--- src/rtl/vram_port_arbiter.sv ---
// Shares the free port of the framebuffer RAM between a host (m0) and a drawing engine (m1) and includes a full-memory clear sequencer.
// Ties use fixed priority (m0 wins); define VRAM_ARB_RR_EN to switch ties to round-robin.
module vram_port_arbiter #(
    parameter int DATA_WIDTH = 8,
    parameter int ADDR_WIDTH = 10,
    parameter logic [DATA_WIDTH-1:0] CLEAR_VALUE = {DATA_WIDTH{1'b0}}
) (
    input  logic                  clk,
    input  logic                  rst,
    input  logic                  m0_valid_i,
    output logic                  m0_ready_o,
    input  logic                  m0_we_i,
    input  logic [ADDR_WIDTH-1:0] m0_addr_i,
    input  logic [DATA_WIDTH-1:0] m0_wdata_i,
    output logic                  m0_rvalid_o,
    output logic [DATA_WIDTH-1:0] m0_rdata_o,
    input  logic                  m1_valid_i,
    output logic                  m1_ready_o,
    input  logic                  m1_we_i,
    input  logic [ADDR_WIDTH-1:0] m1_addr_i,
    input  logic [DATA_WIDTH-1:0] m1_wdata_i,
    output logic                  m1_rvalid_o,
    output logic [DATA_WIDTH-1:0] m1_rdata_o,
    input  logic                  clear_start_i,
    output logic                  clear_busy_o,
    output logic                  clear_done_o,
    output logic                  ram_we_o,
    output logic [ADDR_WIDTH-1:0] ram_addr_o,
    output logic [DATA_WIDTH-1:0] ram_din_o,
    input  logic [DATA_WIDTH-1:0] ram_dout_i
);

    typedef enum logic [0:0] {
        ST_IDLE  = 1'b0,
        ST_CLEAR = 1'b1
    } state_t;

    localparam logic [ADDR_WIDTH-1:0] LAST_ADDR = {ADDR_WIDTH{1'b1}};

    state_t                  state_q, state_d;
    logic [ADDR_WIDTH-1:0]   clr_cnt_q, clr_cnt_d;
    logic                    clear_busy_q;
    logic                    clear_done_q, clear_done_d;
    logic                    m0_rvalid_q, m1_rvalid_q;
    logic [DATA_WIDTH-1:0]   m0_rdata_q, m1_rdata_q;
    logic                    gnt0_s, gnt1_s;
    logic                    rd0_s, rd1_s;
`ifdef VRAM_ARB_RR_EN
    logic                    last_grant_q, last_grant_d;
`endif

    // Same-cycle grant; nothing is granted during reset or while clearing.
    always_comb begin
        gnt0_s = 1'b0;
        gnt1_s = 1'b0;
        if (rst) begin
            gnt0_s = 1'b0;
            gnt1_s = 1'b0;
        end else if (state_q == ST_IDLE) begin
`ifdef VRAM_ARB_RR_EN
            // last_grant_q==1 means m1 went last, so m0 takes the tie.
            if (m0_valid_i && m1_valid_i) begin
                gnt0_s = last_grant_q;
                gnt1_s = ~last_grant_q;
            end else begin
                gnt0_s = m0_valid_i;
                gnt1_s = m1_valid_i;
            end
`else
            gnt0_s = m0_valid_i;
            gnt1_s = m1_valid_i & ~m0_valid_i;
`endif
        end else begin
            gnt0_s = 1'b0;
            gnt1_s = 1'b0;
        end
    end

    assign rd0_s = gnt0_s & ~m0_we_i;
    assign rd1_s = gnt1_s & ~m1_we_i;

    // RAM port steering: clear sequencer, granted master, or idle.
    always_comb begin
        ram_we_o   = 1'b0;
        ram_addr_o = {ADDR_WIDTH{1'b0}};
        ram_din_o  = {DATA_WIDTH{1'b0}};
        if (rst) begin
            ram_we_o   = 1'b0;
            ram_addr_o = {ADDR_WIDTH{1'b0}};
            ram_din_o  = {DATA_WIDTH{1'b0}};
        end else if (state_q == ST_CLEAR) begin
            ram_we_o   = 1'b1;
            ram_addr_o = clr_cnt_q;
            ram_din_o  = CLEAR_VALUE;
        end else if (gnt0_s) begin
            ram_we_o   = m0_we_i;
            ram_addr_o = m0_addr_i;
            ram_din_o  = m0_wdata_i;
        end else if (gnt1_s) begin
            ram_we_o   = m1_we_i;
            ram_addr_o = m1_addr_i;
            ram_din_o  = m1_wdata_i;
        end else begin
            ram_we_o   = 1'b0;
            ram_addr_o = {ADDR_WIDTH{1'b0}};
            ram_din_o  = {DATA_WIDTH{1'b0}};
        end
    end

    // Clear sequencer next-state; a clear_start during CLEAR is dropped.
    always_comb begin
        state_d      = state_q;
        clr_cnt_d    = clr_cnt_q;
        clear_done_d = 1'b0;
        case (state_q)
            ST_IDLE: begin
                if (clear_start_i) begin
                    state_d   = ST_CLEAR;
                    clr_cnt_d = {ADDR_WIDTH{1'b0}};
                end else begin
                    state_d   = ST_IDLE;
                end
            end
            ST_CLEAR: begin
                clr_cnt_d = clr_cnt_q + {{(ADDR_WIDTH-1){1'b0}}, 1'b1};
                if (clr_cnt_q == LAST_ADDR) begin
                    state_d      = ST_IDLE;
                    clear_done_d = 1'b1;
                end else begin
                    state_d      = ST_CLEAR;
                end
            end
            default: begin
                state_d   = ST_IDLE;
                clr_cnt_d = {ADDR_WIDTH{1'b0}};
            end
        endcase
    end

`ifdef VRAM_ARB_RR_EN
    // Remember the most recent winner for the next tie.
    always_comb begin
        last_grant_d = last_grant_q;
        if (gnt0_s) begin
            last_grant_d = 1'b0;
        end else if (gnt1_s) begin
            last_grant_d = 1'b1;
        end else begin
            last_grant_d = last_grant_q;
        end
    end

    // Round-robin history register.
    always_ff @(posedge clk) begin
        if (rst) begin
            last_grant_q <= 1'b1;
        end else begin
            last_grant_q <= last_grant_d;
        end
    end
`endif

    // FSM, clear counter and clear status flags.
    always_ff @(posedge clk) begin
        if (rst) begin
            state_q      <= ST_IDLE;
            clr_cnt_q    <= {ADDR_WIDTH{1'b0}};
            clear_busy_q <= 1'b0;
            clear_done_q <= 1'b0;
        end else begin
            state_q      <= state_d;
            clr_cnt_q    <= clr_cnt_d;
            clear_busy_q <= (state_d == ST_CLEAR);
            clear_done_q <= clear_done_d;
        end
    end

    // Read responses: capture the combinational RAM output at the accepting edge.
    always_ff @(posedge clk) begin
        if (rst) begin
            m0_rvalid_q <= 1'b0;
            m1_rvalid_q <= 1'b0;
            m0_rdata_q  <= {DATA_WIDTH{1'b0}};
            m1_rdata_q  <= {DATA_WIDTH{1'b0}};
        end else begin
            m0_rvalid_q <= rd0_s;
            m1_rvalid_q <= rd1_s;
            if (rd0_s) begin
                m0_rdata_q <= ram_dout_i;
            end
            if (rd1_s) begin
                m1_rdata_q <= ram_dout_i;
            end
        end
    end

    assign m0_ready_o   = gnt0_s;
    assign m1_ready_o   = gnt1_s;
    assign m0_rvalid_o  = m0_rvalid_q;
    assign m1_rvalid_o  = m1_rvalid_q;
    assign m0_rdata_o   = m0_rdata_q;
    assign m1_rdata_o   = m1_rdata_q;
    assign clear_busy_o = clear_busy_q;
    assign clear_done_o = clear_done_q;

endmodule

--- config.mk ---
export PLATFORM = sky130hd
export DESIGN_NAME = vram_port_arbiter
export DESIGN_NICKNAME = d
export VERILOG_FILES = /design/src/rtl/vram_port_arbiter.sv
export SDC_FILE = /design/constraint.sdc
export NUM_CORES = 1
export LEC_CHECK = 0
export ABC_AREA = 0
export ABC_CLOCK_PERIOD_IN_PS = 1620
export BUFFER_PORTS_ARGS = -buffer_cell sky130_fd_sc_hd__buf_2
export CELL_PAD_IN_SITES_DETAIL_PLACEMENT = 1
export CELL_PAD_IN_SITES_GLOBAL_PLACEMENT = 2
export CORE_ASPECT_RATIO = 1.2
export CORE_MARGIN = 1
export CORE_UTILIZATION = 21
export CTS_BUF_LIST = sky130_fd_sc_hd__clkbuf_8 sky130_fd_sc_hd__clkbuf_16
export DETAILED_ROUTE_END_ITERATION = 10
export GPL_ROUTABILITY_DRIVEN = 0
export PLACE_DENSITY_LB_ADDON = 0.1
export SLEW_MARGIN = 25
export SYNTH_ARGS = -nofsm -noshare
export SYNTH_HDL_FRONTEND = slang
export SYNTH_SLANG_ARGS = --single-unit
--- constraint.sdc ---
create_clock -name clk -period 1.62 [get_ports clk]
set_input_delay 0.162 -clock clk [delete_from_list [all_inputs] [get_ports clk]]
set_output_delay 0.162 -clock clk [all_outputs]
set_load 0.005 [all_outputs]
# Word-level counts from Yosys, hierarchy flattened
# Index checks and enable logic that the tools add are counted.
[op_classes] order_cmp=0 addsub=1 n_shift=0 div_mod_pow=0 muxes=22 bitwise_logic=7 n_reduce_logical=1 n_mul=0 eq_ne=2
[ops] cell="$mux 10" n=5
[ops] cell="$mux 8" n=4
[ops] cell="$pmux 10 s2" n=1
[ops] cell="$mux 1" n=11
[ops] cell="$add 10x1->10 const B" n=1
[ops] cell="$eq 10x10->1 const B" n=1
[ops] cell="$not 1->1" n=4
[ops] cell="$and 1x1->1" n=3
[ops] cell="$ne 2x2->1 const B" n=1
[ops] cell="$pmux 1 s2" n=1
[ops] cell="$reduce_or 2->1" n=1
[word_totals] memories=0 latch_bits=0 mem_bits_ro=0 out_inout_bits=41 wordCells=40 ff_bits=30 in_bits=51 ram_bits=0

# Longest topological paths before layout
# Gate-level depths: netlist of the first run.
[depth] ltp_word=8 depth_mapped=7 mapped_depth_nobuf=4

# Worst setup path before layout of the first run
# No wires, ideal clock.
[synth_path] path_kind="reg-to-output" start="register clear_busy_o (netlist name)" end="output port ram_addr_o[6]" arrival_time_ns=1.490 t_required_ns=1.458 path_stages_with_launch=8 slack_ns=-0.032 cell_sequence="dfxtp_1 buf_2 or4b_4 buf_6 clkinv_4 buf_8 a221oi_2 nor3_2"
[synth_rtl] element="to (decl)" line="28" source="output logic [ADDR_WIDTH-1:0] ram_addr_o,"

==> impl_metrics.py, run 1 <==
metrics = {
    "status": {
        "status": "finished with violations",
        "violations": "setup timing",
    },
    "yosys": {
        "synth_edf_count": 0,
        "synth_cell_types": 38,
        "yosys_warnings": 0,
        "syn_area_um2": 1600,
        "synthTopCellsByArea": "dfxtp_1 38%, a21oi_1 8.8%, nand2_1 4.5%, a22o_1 4.4%, nand3b_1 4.2%",
        "syn-num-nets": 239,
        "postSynthAreaPerCell_um2": 8.54,
        "synth_top_area_cell": "dfxtp_1",
        "synth-main-ff-cell": "dfxtp_1",
        "synth.top_cell.area_share_pct": 37.6,
        "synth_seq_area_share_pct": 37.6,
        "async_reset_ff_share_pct": 0,
        "syn_inst": 187,
        "synth_seq_cells": 30,
    },
    "setup_path": {
        "worstPathCellList": "or4b_4 -> clkinv_8 -> a221oi_1 -> nor3_1 -> buf_2",
        "critical_path_class": "reg2out",
        "worstPathRequired_ps": 1460,
        "start_kind": "register",
        "r2r-start": "clear_busy_o$_SDFF_PP0_",
        "r2r_end": "m0_rdata_o[6]$_SDFFE_PP0P_",
        "worstPathMaxFanout": 10,
        "cp_slowest_cell": "or4b_4",
        "cp-end-kind": "output pin",
        "r2r_setup_slack_ps": 100,
        "reg2reg_depth": 5,
        "crit_path_max_incr_delay_ps": 530,
        "worst_ep_arrival_time_ps": 1670,
    },
    "drt": {
        "drcViolationCount": 0,
        "routed_via_density": 4.73,
        "drtPass1Iterations": 4,
        "ant_nets": 0,
        "drt-initial-drc-count": 53,
        "wire_per_inst_um": 15.6,
        "drt_wl_total_mm": 5.91,
        "dr_total_vias": 1794,
    },
    "final_layout": {
        "ff_latch_area_um2": 602,
        "drive_gt1_share_pct": 44.6,
        "fin_nets": 340,
        "diodes": 0,
        "syn_to_final_growth_pct": 45.1,
        "fin_area_um2": 2320,
        "multiInputGateArea_um2": 875,
        "nFillCells": 930,
        "final_core_util_pct": 31.7,
    },
    "place": {
        "placed_area_um2": 2200,
        "place_ws_ps": 17.3,
        "dp_hpwl_mm": 4.46,
        "io_buffers": 91,
    },
    "floorplan": {
        "die-width_um": 81.6,
        "io_pins": 92,
        "die-area_um2": 7960,
        "fp.dieH_um": 97.6,
        "rows": 34,
        "core_um2": 7320,
        "start_util_pct": 21.8,
    },
    "clock_tree": {
        "cts.sinks": 30,
        "cts_made_buffers": 5,
        "cts_root_buffer": "clkbuf_8",
        "clk_pin_slew_worst_paths_ps": 70,
        "cts_tree": "done",
        "worstSkewPairLatency_ps": 280,
        "cts_hold_buf": 0,
        "htreeDepth": 2,
        "cts_buffer_depth": 2,
    },
    "sta": {
        "finalCritPeriodShare_pct": 113,
        "rsz0062_at_grt": "yes",
        "worst_slew_pin_slew_ps": 411,
        "hold_viol_final": 0,
        "finalClockSkew_ps": 5.02,
        "slew_headroom_pct": 72.6,
        "setup_viol": 19,
        "min_period_ps": 1830,
        "drv_slew": 0,
        "hold_ws_ps": 125,
        "fin_ws_ps": -209,
        "timing.fmax_mhz": 547,
    },
    "grt": {
        "antenna_found_initial": 0,
        "grt_pass1_wl_mm": 9.28,
        "grt_pass1_vias": 1748,
        "grt_usage_pct": 15.5,
        "grt_max_degree": 37,
        "gr-total-overflow": 0,
    },
    "job": {
        "drv_cap": 0,
    },
    "worst_hold_path": {
        "min-delay-start": "ram_dout_i[5]",
        "min_path_type": "in2reg",
        "worstHoldPathCells": 3,
        "min_to": "m0_rdata_o[5]$_SDFFE_PP0P_",
    },
    "power": {
        "p_leak_nw": 1.02,
        "power_density_nw_per_um2": 743,
        "ir_drop_mv": 0.280,
        "power_w": 0.00172,
    },
}
==> worst max-delay path, delay by kind of cell (launching register included) <==
kind            cells  cell delay (ps)
flops               1              320
buf+inv             2              250
compound gates      1               70
simple gates        2              740
==> cells in the mapped netlist (3+ instances only) <==
master	count
dfxtp_1	30
or3_1	3
nor3_1	10
a221oi_2	3
a21oi_1	28
clkbuf_1	7
o21ai_0	9
buf_2	3
nand2_1	19
nand3_1	3
a22o_1	8
nor2b_1	10
nand4_1	4
o211ai_1	3
nor2_1	4
nor3_2	3
nand3b_1	9
a221oi_1	7
==> through the flow <==
| step | instances | TNS (ps) |
|---|---|---|
| 6_report | 379 | -2880 |
| 5_1_grt | 379 | -4430 |
| 4_1_cts | 379 | -3460 |
| 3_5_place_dp | 369 | 0 |
| 3_3_place_gp | 369 | 0 |
| 2_1_floorplan | 187 | 0 |
==> cell families after synthesis <==
group | Yosys count | synth area share [%]
and+or+nand+nor | 74 | 27.3
AOI/OAI and AO/OA | 62 | 26.2
DFF | 30 | 37.6
buffers and inverters | 19 | 7.67
xor gates and xnor gates | 1 | 0.548
adders and majority gates | 1 | 0.783
==> how the worst max path moves through the flow <==
stage,startpoint,slack [ps],to
floorplan,clear_busy_o$_SDFF_PP0_,20,ram_addr_o[6]
global placement,m0_valid_i,50,ram_addr_o[0]
detailed placement,m0_valid_i,20,ram_addr_o[0]
CTS,clear_busy_o$_SDFF_PP0_,-250,ram_addr_o[0]
global route,clear_busy_o$_SDFF_PP0_,-300,ram_addr_o[0]
finish,clear_busy_o$_SDFF_PP0_,-210,ram_addr_o[0]
==> power by group <==
group          leakage, nW  switching, W  internal, W
combinational        0.734      0.000157     0.000153
clock               0.0472      0.000312     0.000341
sequential           0.243    0.00000667     0.000752
total                 1.02      0.000476      0.00125
==> sequential cells by signal (all words and copies together), names as in the netlist <==
signal	flops
clr_cnt_q	10
m0_rdata_o	8
m1_rdata_o	8
clear_busy_o	1
clear_done_o	1
m0_rvalid_o	1
m1_rvalid_o	1
==> layer usage <==
| metal | up-vias | GRT usage (%) | part of all wire [%] |
|---|---|---|---|
| li1 | 901 | - | - |
| met1 | 845 | 17.9 | 42 |
| met2 | 43 | 27.6 | 52 |
| met3 | 5 | 3.85 | 4.7 |
| met4 | 0 | 4.45 | 0.90 |
| met5 | - | 0 | 0 |
==> what timing repair did <==
action                                  in CTS  in global routing
pin swaps                                    0                  4
buffers inserted                             2                  0
endpoints found under the setup margin      19                 19
resized for setup                            1                  1
==> final cells by class <==
| type | count | share of cell area, % |
|---|---|---|
| multi-input combinational | 138 | 37.7 |
| timing repair buffer | 110 | 26.3 |
| sequential | 30 | 26.0 |
| tap | 90 | 4.86 |
| clock buffer | 6 | 3.56 |
| inverter | 3 | 1.03 |
| clock inverter | 2 | 0.540 |
==> cell usage in the layout (no fill, tap or decap), drive strengths merged, types with 6 or more instances in the layout <==
cell type	Yosys	routed
buf	8	110
dfxtp	30	30
a21oi	28	28
nand2	19	19
nor3	13	13
nor2b	10	10
a221oi	10	10
nand3b	9	9
o21ai	9	9
a22o	8	8
clkbuf	8	6
Note: power is estimated with default switching activity, not from simulation.
==> inputs of run 2 (changes only) <==
--- a/config.mk
+++ b/config.mk
@@ -7,7 +7,7 @@
 export LEC_CHECK = 0
 export ABC_AREA = 0
 export ABC_CLOCK_PERIOD_IN_PS = 1620
-export BUFFER_PORTS_ARGS = -buffer_cell sky130_fd_sc_hd__buf_2
+export BUFFER_PORTS_ARGS = -buffer_cell sky130_fd_sc_hd__buf_4
 export CELL_PAD_IN_SITES_DETAIL_PLACEMENT = 1
 export CELL_PAD_IN_SITES_GLOBAL_PLACEMENT = 2
 export CORE_ASPECT_RATIO = 1.2
@@ -17,6 +17,7 @@
 export DETAILED_ROUTE_END_ITERATION = 10
 export GPL_ROUTABILITY_DRIVEN = 0
 export PLACE_DENSITY_LB_ADDON = 0.1
+export SETUP_SLACK_MARGIN = 0.4
 export SLEW_MARGIN = 25
 export SYNTH_ARGS = -nofsm -noshare
 export SYNTH_HDL_FRONTEND = slang
==> impl_metrics.py, run 2 (synthesized netlist as in run 1, its figures left out) <==
metrics = {
    "clock_tree": {
        "cts_made_buffers": 5,
        "worstSkewPairLatency_ps": 280,
        "cts_tree": "done",
        "cts_buffer_depth": 2,
        "cts_root_buffer": "clkbuf_8",
        "cts_hold_buf": 0,
        "cts.sinks": 30,
        "htreeDepth": 2,
        "clk_pin_slew_worst_paths_ps": 70,
    },
    "sta": {
        "drv_slew": 0,
        "setup_viol": 27,
        "slew_headroom_pct": 79.5,
        "timing.fmax_mhz": 546,
        "setup_tns_ps": -3570,
        "fin_ws_ps": -210,
        "worst_slew_pin_slew_ps": 303,
        "finalClockSkew_ps": 5.59,
        "hold_viol_final": 0,
        "finalCritPeriodShare_pct": 113,
        "rsz0062_at_grt": "yes",
        "min_period_ps": 1830,
    },
    "final_layout": {
        "fin_nets": 352,
        "largest_reg_flops": 10,
        "final_common_cell": "buf_4",
        "ff_latch_area_um2": 609,
        "final-instance-count-excl-fill": 391,
        "nFillCells": 865,
        "syn_to_final_growth_pct": 86.1,
        "diodes": 0,
        "multiInputGateArea_um2": 1070,
        "final_core_util_pct": 40.6,
        "regMostFlops": "clr_cnt_q",
        "drive_gt1_share_pct": 58.5,
        "layout_common_cells": "102 x buf_4, 27 x dfxtp_1, 19 x a21oi_1",
    },
    "drt": {
        "routed_via_density": 4.97,
        "drtPass1Iterations": 4,
        "drt_wl_total_mm": 6.60,
        "ant_nets": 0,
        "drt-initial-drc-count": 30,
        "drcViolationCount": 0,
        "wire_per_inst_um": 16.9,
        "dr_total_vias": 1943,
    },
    "power": {
        "power_density_nw_per_um2": 632,
        "p_leak_nw": 1.27,
        "power_w": 0.00188,
        "ir_drop_mv": 0.286,
    },
    "grt": {
        "grt_max_degree": 20,
        "gr-total-overflow": 0,
        "grt_pass1_vias": 1949,
        "grt_usage_pct": 16.8,
        "grt_pass1_wl_mm": 9.94,
        "antenna_found_initial": 0,
    },
    "floorplan": {
        "die-area_um2": 7960,
        "start_util_pct": 21.8,
        "rows": 34,
        "die-width_um": 81.6,
        "io_pins": 92,
        "fp.dieH_um": 97.6,
        "core_um2": 7320,
    },
    "setup_path": {
        "critical_path_class": "reg2out",
        "r2r-start": "clear_busy_o$_SDFF_PP0_",
        "cp_slowest_cell": "or4b_4",
        "worstPathMaxFanout": 12,
        "worst_ep_arrival_time_ps": 1670,
        "cp-end-kind": "output pin",
        "start_kind": "register",
        "worstPathRequired_ps": 1460,
        "r2r_setup_slack_ps": -110,
        "crit_path_max_incr_delay_ps": 540,
        "worstPathCellList": "or4b_4 -> clkinv_8 -> a221oi_1 -> nor3_1 -> buf_4",
        "crit_start": "clear_busy_o$_SDFF_PP0_",
    },
    "place": {
        "place_ws_ps": 37.4,
        "io_buffers": 91,
        "dp_cells": 363,
        "dp_hpwl_mm": 4.44,
    },
    "status": {
        "violations": "setup timing",
        "status": "finished with violations",
    },
    "job": {
        "drv_cap": 0,
    },
    "worst_hold_path": {
        "min_path_type": "in2reg",
        "min-delay-start": "ram_dout_i[3]",
    },
}
[run 2: cell count changes in the layout (fill, tap and decap cells not counted), sizes merged]
| cell | previous run | this run |
|---|---|---|
| buf | 110 | 120 |
| clkinv | 2 | 5 |
| inv | 2 | 1 |
[run 2: cell type report]
cell class                 instances  share of cell area (%)
tap                               90                    3.79
sequential                        30                    20.5
multi-input combinational        138                    35.9
clock inverter                     2                   0.421
timing repair inverter             2                    1.09
timing repair buffer             120                    34.3
clock buffer                       6                    2.78
inverter                           3                    1.22
[run 2: worst paths after layout]
path,to,depth (start not counted)
worst max-delay path,ram_addr_o[5],5
worst min register to register,m0_rdata_o[4]$_SDFFE_PP0P_,2
worst max register to register,m0_rdata_o[7]$_SDFFE_PP0P_,8
worst min-delay path,m0_rdata_o[3]$_SDFFE_PP0P_,3
[run 2: power by group]
part           internal (W)  switching (W)
clock network      0.000341       0.000303
logic              0.000270       0.000202
registers          0.000751      0.0000118
[run 2: critical path: cells and delay by family, from the launching register on]
kind,cells,cell delay [ps]
simple gates,2,710
flops,1,320
buf+inv,2,260
compound gates,1,80
[run 2: metal layers]
| metal | vias up | routed length [µm] | global-route usage, % |
|---|---|---|---|
| met5 | - | 0 | 0 |
| met4 | 0 | 59 | 4.45 |
| met3 | 7 | 274 | 3.76 |
| met2 | 51 | 3660 | 30.8 |
| met1 | 949 | 2610 | 18.7 |
| li1 | 936 | - | - |
[run 2: stage by stage]
step / hold WS [ps] / area (µm²)
6_report: 127 / 2970
3_3_place_gp: 427 / 2420
5_1_grt: 126 / 2970
2_1_floorplan: 298 / 1660
4_1_cts: 119 / 2690
3_5_place_dp: 437 / 2420
[run 2: timing repair]
item / CTS / global route
resized for setup: 27 / 48
buffers inserted: 8 / 8
pin swaps: 4 / 27
endpoints found under the setup margin: 42 / 49
gates cloned: 2 / 2
